### config.mk
export PLATFORM = sky130hd
export DESIGN_NAME = axi_sram_slave
export DESIGN_NICKNAME = d
export VERILOG_FILES = /design/src/rtl/axi_sram_slave.sv
export SDC_FILE = /design/constraint.sdc
export NUM_CORES = 1
export LEC_CHECK = 0
export ABC_AREA = 1
export ABC_CLOCK_PERIOD_IN_PS = 3900
export CAP_MARGIN = 20
export CELL_PAD_IN_SITES_DETAIL_PLACEMENT = 0
export CELL_PAD_IN_SITES_GLOBAL_PLACEMENT = 1
export CORE_UTILIZATION = 29
export CTS_CLUSTER_SIZE = 30
export DETAILED_ROUTE_END_ITERATION = 8
export PLACE_DENSITY = 0.95
export SYNTH_ARGS = -nofsm -noshare
export SYNTH_HDL_FRONTEND = slang
export SYNTH_SLANG_ARGS = --single-unit
### constraint.sdc
create_clock -name clk -period 3.9 [get_ports clk]
set_input_delay 0.78 -clock clk [delete_from_list [all_inputs] [get_ports clk]]
set_output_delay 0.78 -clock clk [all_outputs]
set_load 0.02 [all_outputs]
### src/rtl/axi_sram_slave.sv
// AXI3 slave that bridges single-outstanding read/write bursts onto a simple
// synchronous SRAM port (read data returns one cycle after the enable).
module axi_sram_slave #(
    parameter int RD_PRIORITY = 1
) (
    input  logic        clk,
    input  logic        reset,
    // AR channel
    input  logic [3:0]  arid,
    input  logic [31:0] araddr,
    input  logic [7:0]  arlen,
    input  logic [2:0]  arsize,
    input  logic [1:0]  arburst,
    input  logic        arvalid,
    output logic        arready,
    // R channel
    output logic [3:0]  rid,
    output logic [31:0] rdata,
    output logic [1:0]  rresp,
    output logic        rlast,
    output logic        rvalid,
    input  logic        rready,
    // AW channel
    input  logic [3:0]  awid,
    input  logic [31:0] awaddr,
    input  logic [7:0]  awlen,
    input  logic [2:0]  awsize,
    input  logic [1:0]  awburst,
    input  logic        awvalid,
    output logic        awready,
    // W channel
    input  logic [3:0]  wid,
    input  logic [31:0] wdata,
    input  logic [3:0]  wstrb,
    input  logic        wlast,
    input  logic        wvalid,
    output logic        wready,
    // B channel
    output logic [3:0]  bid,
    output logic [1:0]  bresp,
    output logic        bvalid,
    input  logic        bready,
    // SRAM port
    output logic        sram_en,
    output logic [3:0]  sram_we,
    output logic [31:0] sram_addr,
    output logic [31:0] sram_wdata,
    input  logic [31:0] sram_rdata
);

    // Handshake rule on every channel: a transfer happens on the rising edge
    // where valid and ready are both 1; valid never waits on ready.

    typedef enum logic [2:0] {
        S_IDLE,
        S_RD_REQ,
        S_RD_WAIT,
        S_RD_RESP,
        S_WR_DATA,
        S_WR_RESP
    } state_t;

    localparam logic [1:0] BURST_FIXED = 2'b00;
    localparam logic [1:0] RESP_OKAY   = 2'b00;
    localparam logic [1:0] RESP_SLVERR = 2'b10;

    state_t      state_q,  state_d;
    logic [3:0]  id_q,     id_d;
    logic [31:0] addr_q,   addr_d;
    logic [7:0]  len_q,    len_d;
    logic [2:0]  size_q,   size_d;
    logic [1:0]  burst_q,  burst_d;
    logic [7:0]  cnt_q,    cnt_d;
    logic [31:0] rdata_q,  rdata_d;
    logic        err_q,    err_d;
    logic        rvalid_q, rvalid_d;
    logic        rlast_q,  rlast_d;
    logic        wready_q, wready_d;
    logic        bvalid_q, bvalid_d;
    logic [1:0]  bresp_q,  bresp_d;

    logic        ar_hs;
    logic        aw_hs;
    logic        w_hs;
    logic [31:0] addr_step;
    logic [31:0] addr_next;

    // The W channel id is not used by this slave.
    logic unused_wid;
    assign unused_wid = ^wid;

    // Losing channel is held off only when both request in the same cycle.
    always_comb begin
        arready = 1'b0;
        awready = 1'b0;
        if (!reset && state_q == S_IDLE) begin
            arready = (RD_PRIORITY != 0) ? 1'b1 : !awvalid;
            awready = (RD_PRIORITY != 0) ? !arvalid : 1'b1;
        end
    end

    assign ar_hs = arvalid && arready;
    assign aw_hs = awvalid && awready;
    assign w_hs  = wvalid && wready_q && !reset;

    // Sizes above a full word are clamped to 4 bytes per beat.
    always_comb begin
        addr_step = 32'd4;
        if (size_q == 3'd0) begin
            addr_step = 32'd1;
        end else if (size_q == 3'd1) begin
            addr_step = 32'd2;
        end
        addr_next = (burst_q == BURST_FIXED) ? addr_q : addr_q + addr_step;
    end

    always_comb begin
        state_d = state_q;
        id_d    = id_q;
        addr_d  = addr_q;
        len_d   = len_q;
        size_d  = size_q;
        burst_d = burst_q;
        cnt_d   = cnt_q;
        rdata_d = rdata_q;
        err_d   = err_q;
        bresp_d = bresp_q;

        case (state_q)
            S_IDLE: begin
                if (ar_hs) begin
                    id_d    = arid;
                    addr_d  = araddr;
                    len_d   = arlen;
                    size_d  = arsize;
                    burst_d = arburst;
                    cnt_d   = 8'd0;
                    state_d = S_RD_REQ;
                end else if (aw_hs) begin
                    id_d    = awid;
                    addr_d  = awaddr;
                    len_d   = awlen;
                    size_d  = awsize;
                    burst_d = awburst;
                    cnt_d   = 8'd0;
                    err_d   = 1'b0;
                    state_d = S_WR_DATA;
                end
            end
            S_RD_REQ: begin
                state_d = S_RD_WAIT;
            end
            S_RD_WAIT: begin
                rdata_d = sram_rdata;
                state_d = S_RD_RESP;
            end
            S_RD_RESP: begin
                if (rready) begin
                    if (rlast_q) begin
                        state_d = S_IDLE;
                    end else begin
                        addr_d  = addr_next;
                        cnt_d   = cnt_q + 8'd1;
                        state_d = S_RD_REQ;
                    end
                end
            end
            S_WR_DATA: begin
                if (w_hs) begin
                    addr_d = addr_next;
                    cnt_d  = cnt_q + 8'd1;
                    if (wlast) begin
                        bresp_d = (!err_q && cnt_q == len_q) ? RESP_OKAY : RESP_SLVERR;
                        state_d = S_WR_RESP;
                    end else if (cnt_q == len_q) begin
                        // Every later beat overruns awlen; remember it for bresp.
                        err_d = 1'b1;
                    end
                end
            end
            S_WR_RESP: begin
                if (bready) begin
                    state_d = S_IDLE;
                end
            end
            default: begin
                state_d = S_IDLE;
            end
        endcase

        rvalid_d = (state_d == S_RD_RESP);
        rlast_d  = (state_d == S_RD_RESP) && (cnt_d == len_d);
        wready_d = (state_d == S_WR_DATA);
        bvalid_d = (state_d == S_WR_RESP);
    end

    always_ff @(posedge clk) begin
        if (reset) begin
            state_q  <= S_IDLE;
            id_q     <= 4'd0;
            addr_q   <= 32'd0;
            len_q    <= 8'd0;
            size_q   <= 3'd0;
            burst_q  <= 2'd0;
            cnt_q    <= 8'd0;
            rdata_q  <= 32'd0;
            err_q    <= 1'b0;
            rvalid_q <= 1'b0;
            rlast_q  <= 1'b0;
            wready_q <= 1'b0;
            bvalid_q <= 1'b0;
            bresp_q  <= 2'd0;
        end else begin
            state_q  <= state_d;
            id_q     <= id_d;
            addr_q   <= addr_d;
            len_q    <= len_d;
            size_q   <= size_d;
            burst_q  <= burst_d;
            cnt_q    <= cnt_d;
            rdata_q  <= rdata_d;
            err_q    <= err_d;
            rvalid_q <= rvalid_d;
            rlast_q  <= rlast_d;
            wready_q <= wready_d;
            bvalid_q <= bvalid_d;
            bresp_q  <= bresp_d;
        end
    end

    assign rid    = id_q;
    assign rdata  = rdata_q;
    assign rresp  = RESP_OKAY;
    assign rlast  = rlast_q;
    assign rvalid = rvalid_q;
    assign wready = wready_q;
    assign bid    = id_q;
    assign bresp  = bresp_q;
    assign bvalid = bvalid_q;

    // Reset gates the enable so a burst cut short issues no further access.
    assign sram_en    = !reset && (state_q == S_RD_REQ || w_hs);
    assign sram_we    = w_hs ? wstrb : 4'b0000;
    assign sram_addr  = addr_q;
    assign sram_wdata = w_hs ? wdata : 32'd0;

endmodule

==> out/metrics.cfg, run 1 <==
[outcome]
outcome = finished clean

[route]
via_count = 7340
drc_errors = 0
first_pass_iters = 5
highest_layer = met4
ant_nets = 0
wl_met3_um = 1660
via_per_inst = 4.732
routedWlPerCell_um = 14.78
initialDrtViolationCount = 456
wl_met2_um = 10710
wl_met1_um = 10200
wl_um = 22920

[clock_tree]
path_clk_slew_ns = 0.06
post-cts-setup-buffers = 0
htreeDepth = 3
cts_buffer_depth = 2
cts-resized-gates = 0
cts.sinks = 98
cts_root_buf = clkbuf_16
cts_tree = done
cts_buffers = 9
hold_buffers = 0
clkLatencyLatePin_ns = 0.37

[sta]
drv_slew = 0
final.setup.tns_ns = 0
timing.final.ws_setup_ns = 0.4854
hold_violations = 0
fin_crit_ns = 3.415
fmax_mhz = 292.9
slew_headroom = 0.3132
setup_violations = 0
fin_crit_sh = 0.8755
fin_hold_ws_ns = 0.4641
worst_pin_slew_ns = 1.029
fin_skew_ns = 0.01811
rsz0062_at_grt = false

[power_and_ir_drop]
switchingPower_mw = 1.616
swShare = 0.4048
p_comb_frac = 0.418
total_power_mw = 3.991
pwr-share-seq = 0.350
power.density_nw_per_um2 = 416.9
p_clk_frac = 0.232
p_leak_nw = 4.063
vdd_ir_drop_max_mv = 0.2213
p_int_mw = 2.375

[synthesis]
yosysMostFrequentCell = nor2_1
synthTopCellsByArea = dfxtp_1, nor2_1, nand2_1, o21ai_0, inv_1
synth_seq_cells = 98
synth_edf_count = 0
avgSynthCellArea_um2 = 6.160
seq_area_frac_synth = 0.3147
synth_ff_type = dfxtp_1
yosys.area.top_type = dfxtp_1
synthCells = 1012
synthArstFlopShare = 0
yosysTopAreaCellShare = 0.3147
yosysWarnings = 0
synthTopCellsByCount = nor2_1, nand2_1, inv_1, dfxtp_1, o21ai_0
syn-cell-area_um2 = 6233
netlist-cell-type-count = 45

[die]
dieArea_um2 = 22080
rows = 53
start_util = 0.2965
die_y_um = 148.6
io_pins = 297
core_um2 = 21020
die_w_um = 148.6

[critical_path]
worstPathArrival_ns = 2.63
crit_required_ns = 3.12
cp.buffers_inverters = 4
path_class = input pin to output port
crit_top_cell = clkdlybuf4s50_1
crit_chain = clkdlybuf4s50_1 > inv_2 > nand3_1 > buf_12 > o21ai_0 > clkdlybuf4s50_1
start_kind = input pin
worst-path-max-fanout = 37
critical_path.top_delay_family = buffers and inverters
slowest_stage = clkdlybuf4s50_1
critPathMaxStageDelay_ns = 0.66
cp-end-kind = output port

[grt]
grt_pass1_wl_um = 35800
grt_usage = 0.2070
antenna_found_initial = 0
grt-ovfl-total = 0
grt_max_degree = 73
grt_pass1_vias = 7099

[layout]
area_delta_synth_final_pct = 53.59
final_util = 0.4554
multiInputGateArea_um2 = 3537
seqCellArea_um2 = 1962
nFillCells = 2165
antenna_cells = 0
finalNetCount = 1454
drive_gt1_frac = 0.05486

[placement]
gp_congestion = 0.8690
dp_hpwl_um = 16910
place_ws_ns = 0.5099
port_buffers = 289

[run]
maxCapViolCount = 0

[worst_hold_path]
worst_hold_path_type = flop to flop

## worst register-to-register path, stage by stage (launching register included)
cell and delay, ns:
dfxtp_1 0.32, or2_2 0.32, nor2_1 0.10, ha_1 0.18
fa_1 0.20, nand2_1 0.11, a21oi_2 0.27, nand2_1 0.20
nor2_1 0.27, nand3_1 0.14, nor2_1 0.17, a21oi_1 0.08
o21ai_0 0.12, a21oi_1 0.08
## flip-flops by register name, summed over array words and instances, names as in the netlist, 2 cells and up
signal	cells
bid	4
len_q	8
burst_q	2
sram_addr	32
cnt_q	8
size_q	3
rdata	32
state_q	3
## stage by stage
step | cells | cell area [um^2]
floorplan | 1014 | 6241
global placement | 1535 | 9273
detailed placement | 1535 | 9273
CTS | 1551 | 9574
global route | 1551 | 9574
finish | 1551 | 9574
## kinds of logic (layout without fill, tap and decap cells)
| kind of cell | Yosys count | after routing | share of synthesized area |
|---|---|---|---|
| buffers and inverters | 169 | 431 | 0.1194 |
| adders and majority gates | 5 | 5 | 0.01124 |
| other | 1 | 3 | 0.0006016 |
| DFF | 98 | 98 | 0.3147 |
| AOI/OAI and AO/OA | 189 | 189 | 0.1664 |
| xor gates and xnor gates | 17 | 17 | 0.02389 |
| and+or+nand+nor | 533 | 533 | 0.3637 |
## cells in the final DEF (no fill, tap or decap), types with 13 or more instances in the layout
cell | synthesis | routed
o21ai_0 | 87 | 87
nand3_1 | 67 | 67
nand2_1 | 193 | 193
dfxtp_1 | 98 | 98
o21ai_1 | 27 | 27
nor2_1 | 217 | 216
nor3_1 | 13 | 13
a21oi_1 | 35 | 35
clkdlybuf4s50_1 | 0 | 289
a31oi_1 | 14 | 14
inv_1 | 108 | 108
## power by group through the flow
stage / Clock (mW) / Combinational (mW) / Sequential [mW]
CTS: 0.955 / 1.68 / 1.39
global route: 1.00 / 1.83 / 1.42
detailed placement: 0 / 1.67 / 1.41
global placement: 0 / 1.66 / 1.41
finish: 0.924 / 1.67 / 1.40
floorplan: 0 / 0.794 / 1.56
## metal layers
layer | GRT usage | vias to the layer above
met4 | 0.05773 | 0
met2 | 0.3596 | 257
met3 | 0.04847 | 20
li1 | - | 3742
met1 | 0.2530 | 3321
met5 | 0 | -
## area by class of cell
class,instances,share of cell area
timing repair buffer,298,0.3118
clock inverter,7,0.007972
tap,275,0.03594
clock buffer,9,0.02352
multi-input combinational,747,0.3694
inverter,117,0.04639
sequential,98,0.2049
## worst paths after layout
kind	startpoint	to	slack (ns)	cells after the start
setup / recovery	reset	sram_en	0.49	6
hold / removal	err_q	err_q	0.46	2
setup reg to reg	size_q[1]	sram_addr[26]	1.24	13
hold reg to reg	err_q	err_q	0.46	2
(Power assumes the default switching activity.)
==> run 2, diff against run 1 <==
--- a/config.mk
+++ b/config.mk
@@ -10,10 +10,11 @@
 export CAP_MARGIN = 20
 export CELL_PAD_IN_SITES_DETAIL_PLACEMENT = 0
 export CELL_PAD_IN_SITES_GLOBAL_PLACEMENT = 1
+export CORE_MARGIN = 10
 export CORE_UTILIZATION = 29
 export CTS_CLUSTER_SIZE = 30
 export DETAILED_ROUTE_END_ITERATION = 8
-export PLACE_DENSITY = 0.95
+export PLACE_DENSITY = 0.9
 export SYNTH_ARGS = -nofsm -noshare
 export SYNTH_HDL_FRONTEND = slang
 export SYNTH_SLANG_ARGS = --single-unit
==> out/metrics.cfg, run 2 (synthesis gave the netlist of run 1 again) <==
[layout]
area_delta_synth_final_pct = 53.75
fin_cells = 1553  ; +0.13%
layout_commonest_cell = clkdlybuf4s50_1
finalNetCount = 1456  ; +0.14%
nFillCells = 2209  ; +2.0%
final_cell_mix = clkdlybuf4s50_1, nor2_1, nand2_1
antenna_cells = 0  ; unchanged
drive_gt1_frac = 0.05634  ; +0.001479

[critical_path]
cp-startpoint = reset
worstPathArrival_ns = 2.59  ; -0.04 ns
cp-end-kind = output port
worst-path-max-fanout = 37  ; unchanged
slowest_stage = clkdlybuf4s50_1
crit_required_ns = 3.12  ; about the same
path_class = input pin to output port
r2r_start = size_q[1]
crit_top_cell = clkdlybuf4s50_1
crit_chain = clkdlybuf4s50_1 > inv_2 > nand3_1 > buf_12 > nor2_1 > clkdlybuf4s50_1
start_kind = input pin
critPathMaxStageDelay_ns = 0.62  ; -0.04 ns

[clock_tree]
hold_buffers = 0  ; unchanged
post-cts-setup-buffers = 0  ; unchanged
cts.sinks = 98  ; unchanged
cts-resized-gates = 0  ; unchanged
clkLatencyLatePin_ns = 0.36  ; about the same
cts_root_buf = clkbuf_16
cts_tree = done
path_clk_slew_ns = 0.08  ; +0.02 ns
htreeDepth = 3  ; unchanged
cts_buffers = 9  ; unchanged
cts_buffer_depth = 2  ; unchanged

[run]
maxCapViolCount = 0  ; unchanged

[grt]
grt_usage = 0.1745  ; -0.03244
grt-ovfl-total = 0  ; unchanged
grt_pass1_vias = 7135  ; +0.51%
grt_pass1_wl_um = 39900  ; +11%
antenna_found_initial = 0  ; unchanged
grt_max_degree = 73  ; unchanged

[die]
rows = 53  ; unchanged
start_util = 0.2956  ; -0.0009325
die_y_um = 166.6  ; +12%
io_pins = 297  ; unchanged
core_um2 = 21090  ; +0.32%
dieArea_um2 = 27760  ; +26%
die_w_um = 166.6  ; +12%

[route]
initialDrtViolationCount = 424  ; -7.0%
via_count = 7399  ; +0.80%
ant_nets = 0  ; unchanged
first_pass_iters = 5  ; unchanged
drc_errors = 0  ; unchanged
via_per_inst = 4.764  ; +0.67%
wl_um = 25420  ; +11%
routedWlPerCell_um = 16.37  ; +11%

[worst_hold_path]
worst_hold_path_type = flop to flop
min-delay-start = size_q[1]

[placement]
port_buffers = 289  ; unchanged
place_ws_ns = 0.5297  ; +0.01982 ns
dp.cells = 1537  ; +0.13%
dp_hpwl_um = 19550  ; +16%
gp_congestion = 0.8758  ; +0.78%

[power_and_ir_drop]
total_power_mw = 4.024  ; +0.83%
vdd_ir_drop_max_mv = 0.1950  ; -12%
power.density_nw_per_um2 = 419.9  ; +0.72%
p_leak_nw = 4.070  ; +0.17%

[sta]
worst_pin_slew_ns = 1.055  ; +0.02621 ns
drv_slew = 0  ; unchanged
final.setup.tns_ns = 0  ; unchanged
timing.final.ws_setup_ns = 0.5333  ; +0.04786 ns
fin_hold_ws_ns = 0.4650  ; +0.0009660 ns
fin_crit_sh = 0.8633  ; -0.01227
hold_violations = 0  ; unchanged
fin_crit_ns = 3.367  ; -0.04786 ns
slew_headroom = 0.2957  ; -0.01750
fmax_mhz = 297.0  ; +1.4%
setup_violations = 0  ; unchanged
fin_skew_ns = 0.01077  ; -0.007335 ns
rsz0062_at_grt = false

[outcome]
outcome = finished clean

-- run 2: cell types whose count changed in the layout (fill, tap and decap cells not counted), sizes merged --
| cell | previous run | this run |
|---|---|---|
| buf | 9 | 11 |
| clkinv | 2 | 3 |
| inv | 122 | 121 |
-- run 2: final timing paths --
check	end	slack (ns)	cells past startpoint
min	size_q[1]	0.47	2
max	sram_we[2]	0.53	6
min reg2reg	size_q[1]	0.47	2
max reg2reg	sram_addr[26]	1.15	13
-- run 2: per-layer routing --
metal  track usage  up-vias  routed length (um)
li1              -     3757                   -
met1        0.2161     3337               11170
met2        0.2811      289               11530
met3       0.06825       16                2470
met4       0.03513        0                 249
met5             0        -                   0
-- run 2: stage by stage --
step | utilization | cell area [um^2]
2_1_floorplan | - | 6241
3_3_place_gp | 0.4398 | 9275
3_5_place_dp | 0.4398 | 9275
4_1_cts | 0.4545 | 9584
5_1_grt | 0.4545 | 9584
6_report | 0.4545 | 9584
-- run 2: worst max-delay path, delay by kind of cell --
| family | cells | cell delay, ns |
|---|---|---|
| buf+inv | 4 | 1.42 |
| simple gates | 2 | 0.36 |
-- run 2: layout make-up --
class | instances | area (um^2) | area share
Multi-Input combinational cell | 747 | 3537 | 0.3691
Timing Repair Buffer | 300 | 2988 | 0.3117
Sequential cell | 98 | 1962 | 0.2047
Inverter | 117 | 444.2 | 0.04634
Tap cell | 275 | 344.1 | 0.03590
Clock buffer | 9 | 225.2 | 0.02350
Clock inverter | 7 | 83.83 | 0.008747
-- run 2: power by group --
part,leakage (nW),switching (mW),internal (mW)
clock,0.150,0.481,0.460
sequential,0.803,0.212,1.18
combinational,3.12,0.954,0.733
total,4.07,1.65,2.38
==> run 3, diff against run 2 <==
--- a/config.mk
+++ b/config.mk
@@ -10,7 +10,7 @@
 export CAP_MARGIN = 20
 export CELL_PAD_IN_SITES_DETAIL_PLACEMENT = 0
 export CELL_PAD_IN_SITES_GLOBAL_PLACEMENT = 1
-export CORE_MARGIN = 10
+export CORE_MARGIN = 4
 export CORE_UTILIZATION = 29
 export CTS_CLUSTER_SIZE = 30
 export DETAILED_ROUTE_END_ITERATION = 8
==> out/metrics.cfg, run 3 (synthesis gave the netlist of run 1 again) <==
[critical_path]
cp-end-kind = output port
worst-path-max-fanout = 37  ; unchanged
crit_chain = clkdlybuf4s50_1 > inv_2 > nand3_1 > buf_4 > o21ai_0 > clkdlybuf4s50_1
cp-startpoint = reset
r2r_start = size_q[1]
slowest_stage = clkdlybuf4s50_1
crit_required_ns = 3.12  ; about the same
worstPathArrival_ns = 2.55  ; -0.04 ns
crit_top_cell = clkdlybuf4s50_1
critPathMaxStageDelay_ns = 0.57  ; -0.05 ns
path_class = input pin to output port
start_kind = input pin
r2r.worst_path.cells = 13  ; unchanged

[power_and_ir_drop]
pwr-share-seq = 0.351  ; +0.004
power.density_nw_per_um2 = 415.5  ; -1.0%
total_power_mw = 3.975  ; -1.2%
swShare = 0.4052  ; -0.004256
vdd_ir_drop_max_mv = 0.2085  ; +6.9%
p_leak_nw = 4.051  ; -0.48%
switchingPower_mw = 1.611  ; -2.3%
p_clk_frac = 0.230  ; -0.004
p_int_mw = 2.364  ; -0.52%
p_comb_frac = 0.419  ; about the same

[layout]
drive_gt1_frac = 0.05638  ; about the same
finalNetCount = 1455  ; -0.069%
final_cell_mix = clkdlybuf4s50_1, nor2_1, nand2_1
area_delta_synth_final_pct = 53.45
multiInputGateArea_um2 = 3537  ; unchanged
final_util = 0.4536  ; -0.0008900
layout_commonest_cell = clkdlybuf4s50_1
seqCellArea_um2 = 1962  ; unchanged
nFillCells = 2227  ; +0.81%

[clock_tree]
hold_buffers = 0  ; unchanged
cts.sinks = 98  ; unchanged
cts_root_buf = clkbuf_16
path_clk_slew_ns = 0.06  ; -0.02 ns
clkLatencyLatePin_ns = 0.36  ; about the same
htreeDepth = 3  ; unchanged
cts_buffer_depth = 2  ; unchanged
cts_buffers = 9  ; unchanged
cts_tree = done
post-cts-setup-buffers = 0  ; unchanged
cts-resized-gates = 0  ; unchanged

[sta]
fin_hold_ws_ns = 0.4617  ; -0.003385 ns
fin_crit_ns = 3.326  ; -0.04027 ns
fmax_mhz = 300.6  ; +1.2%
fin_skew_ns = 0.01933  ; +0.008558 ns
setup_violations = 0  ; unchanged
rsz0062_at_grt = false
drv_slew = 0  ; unchanged
worst_pin_slew_ns = 1.060  ; +0.004632 ns
final.setup.tns_ns = 0  ; unchanged
hold_violations = 0  ; unchanged
fin_crit_sh = 0.8529  ; -0.01033
slew_headroom = 0.2926  ; -0.003091

[worst_hold_path]
worst_hold_path_type = flop to flop
holdPathStages = 2  ; unchanged
min-delay-start = err_q

[route]
via_per_inst = 4.687  ; -1.6%
ant_nets = 0  ; unchanged
routedWlPerCell_um = 15.46  ; -5.5%
first_pass_iters = 4  ; -1
wl_um = 24020  ; -5.5%
wl_met3_um = 2039  ; -17%
wl_met1_um = 10300  ; -7.8%
via_count = 7279  ; -1.6%
highest_layer = met4
initialDrtViolationCount = 466  ; +9.9%
wl_met2_um = 11400  ; -1.2%
drc_errors = 0  ; unchanged

[grt]
grt-ovfl-total = 0  ; unchanged
grt_usage = 0.1949  ; +0.02041
grt_pass1_wl_um = 37620  ; -5.7%
grt_pass1_vias = 7096  ; -0.55%
grt_max_degree = 72  ; -1.4%
antenna_found_initial = 1  ; +1

[die]
io_pins = 297  ; unchanged
start_util = 0.2956  ; unchanged
die_w_um = 154.6  ; -7.2%
core_um2 = 21090  ; unchanged
dieArea_um2 = 23900  ; -14%
die_y_um = 154.6  ; -7.2%
rows = 53  ; unchanged

[placement]
port_buffers = 289  ; unchanged
gp_congestion = 0.8614  ; -1.6%
dp_hpwl_um = 18100  ; -7.4%

[run]
maxCapViolCount = 0  ; unchanged

[outcome]
outcome = finished clean

[run 3: cell count changes in the layout (fill, tap and decap cells not counted), sizes merged]
cell | previous run | this run
clkdlybuf4s50 | 289 | 288
clkinv | 3 | 1
diode | 0 | 1
inv | 121 | 120
clkinvlp | 0 | 3
[run 3: power by group through the flow]
stage / registers, mW / logic, mW / clock network [mW]
floorplan: 1.56 / 0.794 / 0
global placement: 1.41 / 1.66 / 0
detailed placement: 1.42 / 1.68 / 0
CTS: 1.40 / 1.68 / 0.950
global route: 1.43 / 1.82 / 0.989
finish: 1.40 / 1.67 / 0.912
[run 3: area by class of cell]
cell class	instances	area share
diodes	1	0.0002616
clock inverters	7	0.007587
repair buffers	299	0.3113
multi-input cells	747	0.3698
inverters	117	0.04644
well taps	275	0.03597
clock buffers	9	0.02354
flip-flops and latches	98	0.2051
[run 3: metrics by stage]
stage                     cells  area [um^2]  setup WS (ns)
final                      1553         9565         0.5735
after global routing       1553         9565         0.4367
after CTS                  1552         9563         0.5616
after detailed placement   1536         9265         0.5722
after global placement     1536         9265         0.5772
after floorplan            1014         6241          1.341
[run 3: worst paths after layout]
check                           slack, ns            end
worst min-delay path                 0.46          err_q
worst max register to register       1.17  sram_addr[26]
worst max-delay path                 0.57        sram_en
worst min register to register       0.46          err_q
[run 3: per-layer routing]
metal  vias up  global-route usage
li1       3753                   -
met1      3252              0.2435
met2       259              0.3286
met3        15             0.06323
met4         0             0.04289
met5         -                   0
[run 3: critical path, delay by kind of cell]
family	cells	cell delay, ns
buf+inv	4	1.52
simple gates	1	0.10
compound gates	1	0.14
